<file path="src/rtl/floor_display_ctrl.sv">
// Registered 7-segment driver for the elevator floor number: sequential
// double-dabble conversion with load/busy handshake, blanking, blink and direction LEDs.
module floor_display_ctrl #(
  parameter int FLOOR_W    = 4,
  parameter int DIGITS     = 2,
  parameter int ACTIVE_LOW = 0,
  parameter int LZB        = 1,
  parameter int BLINK_DIV  = 4
) (
  input  logic                  clk,
  input  logic                  rst_n,
  input  logic [FLOOR_W-1:0]    floor_in,
  input  logic                  load,
  input  logic                  moving,
  input  logic                  dir_up,
  output logic                  busy,
  output logic [7*DIGITS-1:0]   seg,
  output logic                  up_led,
  output logic                  dn_led
);

  localparam int SEG_W  = 7 * DIGITS;
  localparam int BCD_W  = 4 * DIGITS;
  localparam int ITER_W = (FLOOR_W > 1) ? $clog2(FLOOR_W) : 1;
  localparam int CNT_W  = (BLINK_DIV > 1) ? $clog2(BLINK_DIV) : 1;
  localparam logic [31:0] OVF_LIM = 32'(10 ** DIGITS);

  typedef enum logic [1:0] {S_IDLE = 2'd0, S_CONV = 2'd1, S_LATCH = 2'd2} state_t;

  function automatic logic [6:0] seg_code(input logic [3:0] d);
    case (d)
      4'd0:    seg_code = 7'h3F;
      4'd1:    seg_code = 7'h06;
      4'd2:    seg_code = 7'h5B;
      4'd3:    seg_code = 7'h4F;
      4'd4:    seg_code = 7'h66;
      4'd5:    seg_code = 7'h6D;
      4'd6:    seg_code = 7'h7D;
      4'd7:    seg_code = 7'h07;
      4'd8:    seg_code = 7'h7F;
      4'd9:    seg_code = 7'h6F;
      default: seg_code = 7'h00;
    endcase
  endfunction

  function automatic logic [SEG_W-1:0] polarity(input logic [SEG_W-1:0] s);
    return (ACTIVE_LOW != 0) ? ~s : s;
  endfunction

  function automatic logic [SEG_W-1:0] reset_disp();
    logic [SEG_W-1:0] v;
    v = '0;
    for (int d = 0; d < DIGITS; d++)
      v[7*d +: 7] = (d == 0 || LZB == 0) ? 7'h3F : 7'h00;
    return v;
  endfunction

  state_t              r_state, w_state_nxt;
  logic [FLOOR_W-1:0]  r_bin;
  logic [BCD_W-1:0]    r_bcd, w_bcd_adj;
  logic [ITER_W-1:0]   r_iter;
  logic                r_ovf;
  logic [SEG_W-1:0]    r_disp, w_disp_nxt, r_seg;
  logic [CNT_W-1:0]    r_cnt, w_cnt_nxt;
  logic                r_phase, w_phase_nxt;
  logic                r_up, r_dn;
  logic                w_accept, w_conv, w_latch, w_busy, w_lead;

  always_ff @(posedge clk or negedge rst_n) begin
    if (!rst_n) r_state <= S_IDLE;
    else        r_state <= w_state_nxt;
  end

  always_comb begin
    w_state_nxt = r_state;
    case (r_state)
      S_IDLE:  if (load) w_state_nxt = S_CONV;
      S_CONV:  if (r_iter == ITER_W'(FLOOR_W - 1)) w_state_nxt = S_LATCH;
      S_LATCH: w_state_nxt = S_IDLE;
      default: w_state_nxt = S_IDLE;
    endcase
  end

  always_comb begin
    w_accept = (r_state == S_IDLE) && load;
    w_conv   = (r_state == S_CONV);
    w_latch  = (r_state == S_LATCH);
    w_busy   = (r_state != S_IDLE);
  end

  // add-3 on every BCD digit >= 5 before the shift
  always_comb begin
    w_bcd_adj = r_bcd;
    for (int d = 0; d < DIGITS; d++)
      if (r_bcd[4*d +: 4] >= 4'd5) w_bcd_adj[4*d +: 4] = r_bcd[4*d +: 4] + 4'd3;
  end

  always_ff @(posedge clk or negedge rst_n) begin
    if (!rst_n) begin
      r_bin  <= '0;
      r_bcd  <= '0;
      r_iter <= '0;
      r_ovf  <= 1'b0;
    end else if (w_accept) begin
      r_bin  <= floor_in;
      r_bcd  <= '0;
      r_iter <= '0;
      r_ovf  <= (32'(floor_in) >= OVF_LIM);
    end else if (w_conv) begin
      r_bcd  <= {w_bcd_adj[BCD_W-2:0], r_bin[FLOOR_W-1]};
      r_bin  <= r_bin << 1;
      r_iter <= r_iter + ITER_W'(1);
    end
  end

  // walk from the top digit down so w_lead means "this and all higher digits are 0"
  always_comb begin
    w_disp_nxt = r_disp;
    w_lead     = 1'b1;
    if (w_latch) begin
      for (int d = DIGITS - 1; d >= 0; d--) begin
        w_lead = w_lead & (r_bcd[4*d +: 4] == 4'd0);
        if (r_ovf)                             w_disp_nxt[7*d +: 7] = 7'h40;
        else if (LZB != 0 && d != 0 && w_lead) w_disp_nxt[7*d +: 7] = 7'h00;
        else                                   w_disp_nxt[7*d +: 7] = seg_code(r_bcd[4*d +: 4]);
      end
    end
  end

  always_comb begin
    w_cnt_nxt   = r_cnt;
    w_phase_nxt = r_phase;
    if (!moving) begin
      w_cnt_nxt   = '0;
      w_phase_nxt = 1'b1;
    end else if (r_cnt == CNT_W'(BLINK_DIV - 1)) begin
      w_cnt_nxt   = '0;
      w_phase_nxt = ~r_phase;
    end else begin
      w_cnt_nxt   = r_cnt + CNT_W'(1);
    end
  end

  // seg is built from next-state values so it tracks display/blink with no extra lag
  always_ff @(posedge clk or negedge rst_n) begin
    if (!rst_n) begin
      r_disp  <= reset_disp();
      r_cnt   <= '0;
      r_phase <= 1'b1;
      r_seg   <= polarity(reset_disp());
      r_up    <= 1'b0;
      r_dn    <= 1'b0;
    end else begin
      r_disp  <= w_disp_nxt;
      r_cnt   <= w_cnt_nxt;
      r_phase <= w_phase_nxt;
      r_seg   <= polarity(w_phase_nxt ? w_disp_nxt : '0);
      r_up    <= moving & dir_up;
      r_dn    <= moving & ~dir_up;
    end
  end

  assign busy   = w_busy;
  assign seg    = r_seg;
  assign up_led = r_up;
  assign dn_led = r_dn;

endmodule

</file>
<file path="config.mk">
export PLATFORM = sky130hd
export DESIGN_NAME = floor_display_ctrl
export DESIGN_NICKNAME = d
export VERILOG_FILES = /design/src/rtl/floor_display_ctrl.sv
export SDC_FILE = /design/constraint.sdc
export NUM_CORES = 1
export LEC_CHECK = 0
export CAP_MARGIN = 10
export CORE_MARGIN = 3
export CORE_UTILIZATION = 56
export CTS_CLUSTER_DIAMETER = 30
export CTS_CLUSTER_SIZE = 30
export DETAILED_ROUTE_END_ITERATION = 8
export HOLD_SLACK_MARGIN = 0.06
export PLACE_DENSITY = 0.83
export SLEW_MARGIN = 20
export SYNTH_ARGS = -nofsm -noshare
export SYNTH_HDL_FRONTEND = slang
export SYNTH_SLANG_ARGS = --single-unit
</file>
<file path="constraint.sdc">
create_clock -name clk -period 1.9 [get_ports clk]
set_input_delay 0.475 -clock clk [delete_from_list [all_inputs] [get_ports clk]]
set_output_delay 0.475 -clock clk [all_outputs]
set_load 0.1 [all_outputs]
</file>
## Word level (Yosys, flattened, before mapping)

Memory sizes are Yosys's and may differ from the RTL's.
Cells that the tools add are included.

| storage, ports and cells | value |
|---|---|
| bits in registers | 49 |
| memories kept | 2 |
| logic and storage cells | 52 |
| ROM bits | 224 |

Memory list:

| name | depth | bits a word | read ports | clocked after Yosys merged registers in | wr ports | RTL line | RTL |
|---|---|---|---|---|---|---|---|
| (no name shown) | 16 | 7 | 1 | 0 | 0 | 31 | `case (d)` |
| (no name shown) | 16 | 7 | 1 | 0 | 0 | 31 |  |

| operators by class | value |
|---|---|
| mux-type cells | 18 |
| reduce and logical (&&, ||, !) cells | 6 |
| bitwise logic cells | 4 |
| eq/ne operators | 6 |
| magnitude comparators | 2 |
| add/sub/neg operators | 4 |

Operators with widths:

| kind | number |
|---|---|
| two-way mux 14 bit | 2 |
| two-way mux 8 bit | 2 |
| two-way mux 2 bit | 6 |
| two-way mux 4 bit | 3 |
| >= comparator 4 x 3 -> 1 bit (second input constant) | 2 |
| two-way mux 7 bit | 1 |
| equality test 2 bit (second input constant) | 3 |
| adder 2 x 1 -> 2 bit (second input constant) | 2 |
| adder 4 x 2 -> 4 bit (second input constant) | 1 |
| zero test 4 bit | 1 |
| one-hot mux 2 bit (2 select lines) | 1 |
| nonzero test 2 bit | 2 |
| adder 3 x 2 -> 3 bit (second input constant) | 1 |
| two-way mux 3 bit | 1 |
| bitwise AND 1 bit | 2 |
| equality test 2 x 1 -> 1 bit (second input constant) | 1 |
| zero test 2 bit | 1 |
| two-way mux 1 bit | 2 |
| != test 2 x 1 -> 1 bit (second input constant) | 1 |
| != test 2 bit (second input constant) | 1 |
| inverter 1 bit | 2 |
| AND reduction 2 bit | 1 |
| logical AND 1 bit | 1 |

## Longest topological paths before layout

| depth | value |
|---|---|
| depth after elaboration | 4 |
| depth in mapped cells | 6 |
| mapped depth without buffers | 5 |

## Least setup slack after synthesis

OpenSTA, ideal clock, no wires.

| timing | value |
|---|---|
| path kind | register to register |
| start point | register r_bcd[1] |
| end point | register r_seg[3], in the netlist seg[3] |
| required time | 1.807 ns |
| data arrival time | 1.399 ns |
| stages on the path, launching flop included | 6 |
| clock period less this slack | 1.492 ns |
| library setup time | 0.093 ns |
| setup slack | 0.408 ns |
| cells stage by stage | dfrtp_1 -> inv_1 -> ha_1 -> and2_1 -> o311ai_1 -> a21oi_1 |

| between the ends | value |
|---|---|
| longest elaborated chain between the ends | 3 |

RTL lines:

| what | RTL line | RTL |
|---|---|---|
| start, declared | 60 | `logic [BCD_W-1:0] r_bcd, w_bcd_adj;` |
| start signal, assigned | 110 | `r_bcd <= {w_bcd_adj[BCD_W-2:0], r_bin[FLOOR_W-1]};` |
| memory read (16 x 7 bit) | n/a |  |
| two-way mux 14 bit | 120 | `if (w_latch) begin` |
| two-way mux 14 bit | 157 | `r_seg <= polarity(w_phase_nxt ? w_disp_nxt : '0);` |
| end signal, assigned | 150 | `r_seg <= polarity(reset_disp());` |
| end signal, assigned | 157 |  |
| end, declared | 63 | `logic [SEG_W-1:0] r_disp, w_disp_nxt, r_seg;` |

Every way passes these cells.
A chain may end at the register's enable or synchronous reset.

## Worst setup path in the final report

| timing | value |
|---|---|
| start point | register r_state[0] |
| end point | output port busy |

| between the ends | value |
|---|---|
| longest elaborated chain between the ends | 1 |

RTL lines:

| what | RTL line | RTL |
|---|---|---|
| start, declared | 58 | `state_t r_state, w_state_nxt;` |
| start signal, assigned | 71 | `else r_state <= w_state_nxt;` |
| nonzero test 2 bit | 88 | `w_busy = (r_state != S_IDLE);` |
| end, declared | 16 | `output logic busy,` |

Every way passes these cells.

==> results_dict.tcl <==
set metrics [dict create \
    slowest_stage "dfrtp_1" \
    timing.rr.start "r_bcd[5]" \
    use_met3 0.0429 \
    clk_latency_ns 0.30 \
    area_growth_pct 21.6 \
    cts_inserted_buffers 5 \
    syn_inst 226 \
    drt-total-wl_um 4530 \
    met1_usage 0.264 \
    synth_edf_count 0 \
    grt_antenna_before_repair 0 \
    grtUsageTotal 0.195 \
    post-route-min-period_ns 1.82 \
    synth.net_count 249 \
    cpPeakStageDelay_ns 0.50 \
    yosys_warnings 0 \
    drtIter0Drc 130 \
    worstSetupPathType "flop to primary output" \
    cp.arrival_ns 1.34 \
    vias_per_cell 5.75 \
    fin_nets 275 \
    regArea_um2 1240 \
    die_width_um 72.5 \
    cp_max_fo 10 \
    setup_viol 0 \
    start_util 0.597 \
    die_h_um 72.5 \
    post-route-util 0.726 \
    finalHoldViolCount 0 \
    cts.repair.resized 0 \
    clk_path_buf_depth 2 \
    cp_data_required_time_ns 1.42 \
    cp-end-kind "primary output" \
    tightest_slew_ns 0.491 \
    startpoint_type "flop" \
    ant_nets 0 \
    postSynthAreaPerCell_um2 11.0 \
    slew_violations 0 \
    ys_ff_latch 49 \
    timing.max_cap.violations 0 \
    first_pass_iters 5 \
    cts_hold_buf 0 \
    ioPinCount 26 \
    cts_tree "done" \
    r2r_end "seg[9]" \
    grt_max_degree 50 \
    drive_above_1_share 0.233 \
    drc 0 \
    min_path_type "input pin to asynchronous set/reset pin" \
    synth_area_um2 2470 \
    slew_headroom 0.668 \
    crit_chain "or2_2, buf_12" \
    dp_hpwl_um 3150 \
    postPlaceCellArea_um2 2910 \
    dieArea_um2 5250 \
    ys_types 41 \
    avgRoutedWirePerCell_um 14.9 \
    final_common_cell "dfrtp_1" \
    via_count 1742 \
    fill_cells 285 \
    fin_crit_sh 0.957 \
    status "completed" \
    yosysSeqAreaShare 0.502 \
    core_um2 4140 \
    final_cell_mix "dfrtp_1, a21oi_1, buf_12" \
    path_buf_inv 1 \
    postCtsSetupBuffers 0 \
    place.gp.congestion 0.792 \
    max_freq_mhz 550 \
    grt_pass1_vias 1653 \
    rows 23 \
    fin_skew_ns 0.00574 \
    root_buffer "clkbuf_8" \
    grt-ovfl-total 0 \
    multiInputGateArea_um2 1070 \
    r2r_cells 5 \
    io_buffer_count 25 \
    setup_tns_ns 0 \
    top_usage_layer "met2" \
    synth_flop_cell "dfrtp_1" \
    fin_area_um2 3010 \
    cts.sink_count 49 \
    cp_top_family "flip-flops" \
    htreeDepth 2 \
    synth_async_sr_flop_share 1.00 \
    reg2reg_slack_ns 0.15 \
    grt_pass1_wl_um 7900 \
    whs_ns 0.139 \
    n_antenna_cell 0 \
    use_met2 0.315 \
    cts.clk_slew.worst_paths_ns 0.09 \
    rsz0062_at_grt "no" \
]
worst max-delay path by stage:
stage / cells past startpoint / startpoint / to / slack (ns)
detailed placement: 5 / load / r_bin[3] / 0.16
floorplan: 5 / r_bcd[1] / seg[3] / 0.41
CTS: 2 / r_state[0] / busy / 0.08
global route: 2 / r_state[0] / busy / 0.02
finish: 2 / r_state[0] / busy / 0.08
global placement: 5 / load / r_bin[1] / 0.23
cell usage after synthesis (2+ instances only):
| cell | instances | area share |
|---|---|---|
| a211oi_1 | 2 | 0.0061 |
| a211oi_2 | 6 | 0.030 |
| a21o_1 | 2 | 0.0061 |
| a21oi_1 | 21 | 0.042 |
| a22o_1 | 2 | 0.0071 |
| a22oi_1 | 3 | 0.0091 |
| a31oi_1 | 2 | 0.0051 |
| a32o_1 | 2 | 0.0081 |
| and2_1 | 5 | 0.013 |
| buf_2 | 3 | 0.0061 |
| buf_4 | 4 | 0.012 |
| buf_6 | 7 | 0.032 |
| dfrtp_1 | 36 | 0.36 |
| dfstp_2 | 13 | 0.14 |
| ha_1 | 14 | 0.071 |
| inv_1 | 8 | 0.012 |
| mux2i_1 | 3 | 0.012 |
| nand2_1 | 18 | 0.027 |
| nand2b_1 | 5 | 0.013 |
| nor2_1 | 14 | 0.021 |
| nor2b_1 | 13 | 0.033 |
| nor2b_4 | 2 | 0.011 |
| nor3b_1 | 4 | 0.012 |
| o2111ai_1 | 4 | 0.014 |
| o211ai_1 | 6 | 0.018 |
| o21a_1 | 2 | 0.0061 |
| o21ai_0 | 8 | 0.016 |
| o21ai_1 | 2 | 0.0040 |
| o311ai_0 | 2 | 0.0071 |
| o311ai_1 | 2 | 0.0071 |
cell type report:
cell class | count | area share
flip-flops and latches | 49 | 0.413
multi-input cells | 154 | 0.357
repair buffers | 33 | 0.166
clock buffers | 6 | 0.0274
well taps | 50 | 0.0208
inverters | 9 | 0.0112
clock inverters | 2 | 0.00457
per-layer routing:
layer  routed length [um]  share of wire  vias to the layer above
met5                    0              0                        -
met4                   60          0.013                        0
met2                 2260           0.50                       31
met3                  147          0.032                        8
met1                 2060           0.45                      853
li1                     -              -                      850
sequential cells by signal (all words and copies together) (netlist names):
signal   cells
r_bcd        8
r_phase      1
up_led       1
r_state      2
r_disp      14
r_cnt        2
r_bin        4
seg         14
dn_led       1
r_iter       2
through the flow:
step           setup slack, ns  instances
6_report                0.0810        303
5_1_grt                 0.0187        303
4_1_cts                 0.0756        303
3_5_place_dp             0.163        295
3_3_place_gp             0.229        295
2_1_floorplan            0.408        226
cells by family (layout without fill, tap and decap cells):
group           Yosys count  in the layout  share of synthesized area
mux                       4              4                     0.0167
fa+ha+maj                14             14                     0.0708
flops                    49             49                      0.502
buf+inv                  23             50                     0.0637
compound gates           70             70                      0.204
xor+xnor                  1              1                    0.00354
simple gates             65             65                      0.140
Power is not shown: default switching activity piles up to over one toggle a cycle in this logic, so the estimate is an artifact.
